File: src/rtl/asrv32_pkg.sv
// asrv32 register-file scheduler shared definitions.
// Address/data widths, requester ids, writeback bundle.
package asrv32_pkg;

   localparam int REG_ADDR_W = 5;
   localparam int XLEN       = 32;

   localparam logic REQ_ALU = 1'b0;
   localparam logic REQ_LSU = 1'b1;

   typedef struct packed {
      logic                  valid;
      logic [REG_ADDR_W-1:0] rd;
      logic [XLEN-1:0]       data;
   } wb_req_t;

endpackage

File: src/rtl/asrv32_wb_arbiter.sv
// Two-requester write-port arbiter (ALU/LSU).
// Round-robin or LSU-priority grant plus write mux.
module asrv32_wb_arbiter
   import asrv32_pkg::*;
#(
   parameter int RR_ARB = 1
) (
   input  logic                  clk,
   input  logic                  rst_n,
   input  wb_req_t               alu,
   input  wb_req_t               lsu,
   output logic                  alu_ready,
   output logic                  lsu_ready,
   output logic                  ce_wr,
   output logic [REG_ADDR_W-1:0] rd_addr,
   output logic [XLEN-1:0]       rd_data
);

   logic rr_ptr;
   logic contest;
   logic gnt_alu;
   logic gnt_lsu;

   // grant: lone requester wins, contest resolved by pointer or LSU
   always_comb begin
      contest = alu.valid & lsu.valid;
      gnt_alu = alu.valid & ~lsu.valid;
      gnt_lsu = lsu.valid & ~alu.valid;
      if (contest) begin
         if (RR_ARB != 0 && rr_ptr == REQ_ALU) gnt_alu = 1'b1;
         else gnt_lsu = 1'b1;
      end
   end

   // write mux toward the register file
   always_comb begin
      alu_ready = gnt_alu;
      lsu_ready = gnt_lsu;
      ce_wr     = 1'b0;
      rd_addr   = '0;
      rd_data   = '0;
      unique case (1'b1)
         gnt_alu: begin
            ce_wr   = |alu.rd;
            rd_addr = alu.rd;
            rd_data = alu.data;
         end
         gnt_lsu: begin
            ce_wr   = |lsu.rd;
            rd_addr = lsu.rd;
            rd_data = lsu.data;
         end
         default: ;
      endcase
   end

   // pointer flips only after a contested grant
   always_ff @(posedge clk or negedge rst_n) begin
      if (!rst_n) rr_ptr <= REQ_ALU;
      else if (contest && RR_ARB != 0) rr_ptr <= ~rr_ptr;
   end

endmodule

File: src/rtl/asrv32_regfile_sched.sv
// Issue/writeback scheduler in front of the register file.
// Busy-bit scoreboard gates issue; arbiter owns the write port.
module asrv32_regfile_sched
   import asrv32_pkg::*;
#(
   parameter int MAX_OUT = 4,
   parameter int RR_ARB  = 1
) (
   input  logic                  i_clk,
   input  logic                  i_rst_n,
   input  logic                  i_iss_valid,
   output logic                  o_iss_ready,
   input  logic [REG_ADDR_W-1:0] i_iss_rs1,
   input  logic [REG_ADDR_W-1:0] i_iss_rs2,
   input  logic [REG_ADDR_W-1:0] i_iss_rd,
   input  logic                  i_iss_wr,
   output logic                  o_ce_rd,
   output logic [REG_ADDR_W-1:0] o_rs1_addr,
   output logic [REG_ADDR_W-1:0] o_rs2_addr,
   output logic                  o_rdata_valid,
   input  logic                  i_alu_valid,
   output logic                  o_alu_ready,
   input  logic [REG_ADDR_W-1:0] i_alu_rd,
   input  logic [XLEN-1:0]       i_alu_data,
   input  logic                  i_lsu_valid,
   output logic                  o_lsu_ready,
   input  logic [REG_ADDR_W-1:0] i_lsu_rd,
   input  logic [XLEN-1:0]       i_lsu_data,
   output logic                  o_ce_wr,
   output logic [REG_ADDR_W-1:0] o_rd_addr,
   output logic [XLEN-1:0]       o_rd_data
);

   localparam logic [5:0] MAX_C = 6'(MAX_OUT);

   logic [31:0] busy;
   logic [31:0] busy_nxt;
   logic [5:0]  out_cnt;
   logic [5:0]  cnt_nxt;
   logic        rdv;
   logic        full;
   logic        sb_set;
   logic        sb_clr;
   wb_req_t     alu_req;
   wb_req_t     lsu_req;

   assign alu_req = '{valid: i_alu_valid, rd: i_alu_rd, data: i_alu_data};
   assign lsu_req = '{valid: i_lsu_valid, rd: i_lsu_rd, data: i_lsu_data};

   assign full = (out_cnt == MAX_C);

   assign o_iss_ready = ~busy[i_iss_rs1] & ~busy[i_iss_rs2]
                      & ~(i_iss_wr & busy[i_iss_rd])
                      & ~(i_iss_wr & (|i_iss_rd) & full);

   assign o_ce_rd       = i_iss_valid & o_iss_ready;
   assign o_rs1_addr    = i_iss_rs1;
   assign o_rs2_addr    = i_iss_rs2;
   assign o_rdata_valid = rdv;

   asrv32_wb_arbiter #(
      .RR_ARB (RR_ARB)
   ) u_arb (
      .clk       (i_clk),
      .rst_n     (i_rst_n),
      .alu       (alu_req),
      .lsu       (lsu_req),
      .alu_ready (o_alu_ready),
      .lsu_ready (o_lsu_ready),
      .ce_wr     (o_ce_wr),
      .rd_addr   (o_rd_addr),
      .rd_data   (o_rd_data)
   );

   // scoreboard next state: clear on write to a busy reg, set on issue
   always_comb begin
      sb_set   = o_ce_rd & i_iss_wr & (|i_iss_rd);
      sb_clr   = o_ce_wr & busy[o_rd_addr];
      busy_nxt = busy;
      if (sb_clr) busy_nxt[o_rd_addr] = 1'b0;
      if (sb_set) busy_nxt[i_iss_rd] = 1'b1;
      busy_nxt[0] = 1'b0;
      cnt_nxt = out_cnt + {5'd0, sb_set} - {5'd0, sb_clr};
   end

   // scoreboard, outstanding count and read-valid registers
   always_ff @(posedge i_clk or negedge i_rst_n) begin
      if (!i_rst_n) begin
         busy    <= '0;
         out_cnt <= '0;
         rdv     <= 1'b0;
      end else begin
         busy    <= busy_nxt;
         out_cnt <= cnt_nxt;
         rdv     <= o_ce_rd;
      end
   end

   // a writeback to a register that is not busy means lost tracking
   wb_busy_chk: assert property (
      @(posedge i_clk) disable iff (!i_rst_n)
      !(o_ce_wr && !busy[o_rd_addr])
   );

endmodule

File: config.mk
export PLATFORM = sky130hd
export DESIGN_NAME = asrv32_regfile_sched
export DESIGN_NICKNAME = d
export VERILOG_FILES = /design/src/rtl/asrv32_pkg.sv /design/src/rtl/asrv32_wb_arbiter.sv /design/src/rtl/asrv32_regfile_sched.sv
export SDC_FILE = /design/constraint.sdc
export NUM_CORES = 1
export LEC_CHECK = 0
export ABC_AREA = 1
export CORE_ASPECT_RATIO = 0.9
export CORE_MARGIN = 4
export CORE_UTILIZATION = 46
export CTS_CLUSTER_DIAMETER = 150
export DETAILED_ROUTE_END_ITERATION = 6
export GPL_TIMING_DRIVEN = 1
export HOLD_SLACK_MARGIN = 0.08
export PLACE_DENSITY = 0.79
export REMOVE_ABC_BUFFERS = 1
export SLEW_MARGIN = 40
export SYNTH_ARGS = -nofsm -noshare
export SYNTH_HDL_FRONTEND = slang
export SYNTH_HIERARCHICAL = 1
export SYNTH_SLANG_ARGS = --single-unit
File: constraint.sdc
create_clock -name i_clk -period 3.8 [get_ports i_clk]
set_input_delay 0.76 -clock i_clk [delete_from_list [all_inputs] [get_ports i_clk]]
set_output_delay 0.76 -clock i_clk [all_outputs]
set_load 0.02 [all_outputs]
==> impl_metrics.env <==
export IMPL_drc=0
export IMPL_fmax_mhz=270
export IMPL_rows=32
export IMPL_dpl_hpwl_um=13300
export IMPL_diodes=0
export IMPL_cp_max_fo=6
export IMPL_power_uw=1990
export IMPL_overflow=0
export IMPL_fin_area_um2=6150
export IMPL_hold_class="in -> async"
export IMPL_setup_violations=0
export IMPL_crit_type="in -> reg"
export IMPL_synth_seq_area_share_pct=23.6
export IMPL_drive_gt1_share_pct=11.5
export IMPL_worstSetupEndpointType="flip-flop"
export IMPL_via_per_inst=5.30
export IMPL_postSynthAreaPerCell_um2=5.65
export IMPL_final_max_slew_violation_count=0
export IMPL_worstPathArrival_ns=3.93
export IMPL_core_area_um2=8650
export IMPL_grt_pass1_wl_um=26600
export IMPL_h_tree_depth=2
export IMPL_gp_congestion=0.996
export IMPL_drt_wirelength_per_cell_um=16.5
export IMPL_cap_violations=0
export IMPL_grt_start_max_net_pins=40
export IMPL_fp_dieH_um=98.0
export IMPL_grt_pass1_vias=5207
export IMPL_cts_root_buf="clkbuf_8"
export IMPL_antenna_found_initial=0
export IMPL_ys_warn_count=6
export IMPL_fin_crit_ns=3.70
export IMPL_path_cells="clkdlybuf4s50_1, inv_2, a21oi_4, buf_4, nand2_1, nand2_4, inv_2, nor3_2, o21ai_0, nand2_1, nor2_4, a21boi_4, ha_1, inv_1, ha_1, a21oi_2, inv_1, a31oi_4, o21ai_1, a21oi_1, xor2_1"
export IMPL_insertion_delay_ns=0.29
export IMPL_final_antenna_net_count=0
export IMPL_clock_sinks=39
export IMPL_finalHoldViolations=0
export IMPL_io_pins=148
export IMPL_wl_um=16800
export IMPL_worst_ep_required_time_ns=4.02
export IMPL_die_w_um=108
export IMPL_worstMarginPinSlew_ns=0.515
export IMPL_nNetsFinal=1005
export IMPL_ir_drop_v=0.000419
export IMPL_post_dp_cell_area_um2=5920
export IMPL_reg2regPathDepth=19
export IMPL_crit_path_start_kind="input port"
export IMPL_finalSetupTns_ns=0
export IMPL_fin_crit_sh_pct=97.4
export IMPL_dieArea_um2=10600
export IMPL_hold_worst_slack_ns=0.435
export IMPL_cts_buffer_depth=2
export IMPL_max_slew_margin_pct=65.6
export IMPL_vias=5416
export IMPL_status="finished clean"
export IMPL_first_pass_iters=5
export IMPL_syn_area_um2=4140
export IMPL_p_per_area_nw_per_um2=323
export IMPL_fin_skew_ns=0.0100
export IMPL_start_util_pct=47.8
export IMPL_p_leak_uw=0.00307
export IMPL_area_growth_pct=48.7
export IMPL_cts_buffers=5
export IMPL_ys_seq_elements=39
export IMPL_cts_tree="done"
export IMPL_synth_cells=732
export IMPL_io_buffers=147
export IMPL_worst_path_max_delay_cell="clkdlybuf4s50_1"
export IMPL_critPathMaxStageDelay_ns=0.47
export IMPL_synth_cell_types=29
export IMPL_rsz0062_at_grt="yes"
export IMPL_gr_usage_all_layers_pct=31.0
export IMPL_path_clk_slew_ns=0.09
export IMPL_drtIter0Drc=468
[report_power, final]
| part | leakage [uW] | switching (uW) | total [uW] | internal (uW) |
|---|---|---|---|---|
| clock network | 0.0000440 | 156 | 282 | 126 |
| logic | 0.00251 | 645 | 1140 | 492 |
| registers | 0.000515 | 72.3 | 571 | 499 |
[cell usage after synthesis, drive strengths merged]
master  instances  share of area [%]
buf            39                6.7
a21boi          1               0.45
o22ai          13                2.0
o211ai         13                2.4
clkbuf          2               0.18
a21oi           6               0.73
fa              1               0.48
xor2            4               0.85
nand2         329                 30
a31oi           1               0.15
clkinv          1              0.091
nand3          84                 10
nand4          15                2.3
nor2           62                6.0
inv            82                7.4
o21ai          16                1.9
nor3           16                1.9
nand3b          1               0.18
dfrtp          39                 24
ha              7                2.1
[cell families (layout without fill, tap and decap cells)]
| logic type | Yosys count | in the layout | synth area share, % |
|---|---|---|---|
| AO/OA/AOI/OAI | 50 | 50 | 7.59 |
| adder cells (fa/ha/maj) | 8 | 8 | 2.60 |
| buffers and inverters | 124 | 294 | 14.4 |
| XOR/XNOR | 4 | 4 | 0.847 |
| flip-flops | 39 | 39 | 23.6 |
| AND/OR/NAND/NOR | 507 | 507 | 50.9 |
[sequential cells by signal, indices dropped and copies added, names as in the netlist]
register	cells
busy	31
out_cnt	6
o_rdata_valid	1
u_arb/rr_ptr	1
[layout by cell type (no fill, tap or decap), types with 4 or more instances in the layout]
| master | n |
|---|---|
| ha_1 | 6 |
| o21ai_1 | 8 |
| buf_4 | 54 |
| nor3_1 | 6 |
| nor2_1 | 58 |
| nand2_1 | 320 |
| dfrtp_1 | 39 |
| nand2_2 | 5 |
| nor3_2 | 10 |
| o22ai_1 | 13 |
| a21oi_1 | 4 |
| nand4_1 | 15 |
| nand3_1 | 83 |
| o21ai_0 | 7 |
| o211ai_1 | 13 |
| clkdlybuf4s50_1 | 142 |
| inv_1 | 75 |
| xor2_1 | 4 |
| clkbuf_8 | 5 |
| inv_2 | 5 |
| nand2_4 | 4 |
[critical path: cells and delay by family]
family	cells	cell delay, ns
simple gates	5	0.62
compound gates	7	1.10
buf+inv	6	0.92
fa+ha+maj	2	0.39
xor+xnor	1	0.15
[area by class of cell]
cell class	count	area, um2
Tap cell	119	149
Clock inverter	2	13.8
Clock buffer	5	68.8
Inverter	83	318
Sequential cell	39	976
Fill cell	760	2500
Multi-Input combinational cell	569	2690
Timing Repair Buffer	203	1930
Timing Repair inverter	1	7.51
[what timing repair did]
item                                    in CTS  in global routing
cloned                                       1                  0
setup buffers                                0                  1
hold endpoints to repair                     0                  0
hold buffers                                 0                  0
endpoints found under the setup margin       3                  6
pin swaps                                    0                  4
gates resized for setup                     16                 22
[routing by layer]
metal / global-route usage [%] / up-vias / wire length (um)
met1: 42.8 / 2449 / 6900
met3: 5.49 / 38 / 1660
met5: 0 / - / 0
li1: - / 2648 / -
met4: 7.96 / 0 / 329
met2: 50.2 / 281 / 7930
[final timing paths]
kind	from	to	slack [ns]
min reg2reg	busy[3]$_DFF_PN0_	busy[3]$_DFF_PN0_	0.50
max	i_alu_valid	out_cnt[5]$_DFF_PN0_	0.1
min	i_rst_n	busy[25]$_DFF_PN0_	0.43
max in group asynchronous	i_rst_n	busy[20]$_DFF_PN0_	3.00
min in group i_clk	busy[3]$_DFF_PN0_	busy[3]$_DFF_PN0_	0.50
max reg2reg	u_arb/rr_ptr$_DFFE_PN0N_	out_cnt[5]$_DFF_PN0_	0.58
[metrics by stage]
stage	setup slack, ns	utilization (%)	cells
floorplan	-1.42	-	691
global placement	-0.329	68.5	1012
finish	0.0970	71.1	1021
CTS	0.00206	70.2	1020
detailed placement	-0.462	68.5	1012
global route	-0.0349	71.1	1021
Power figures use the tool's default switching activity.
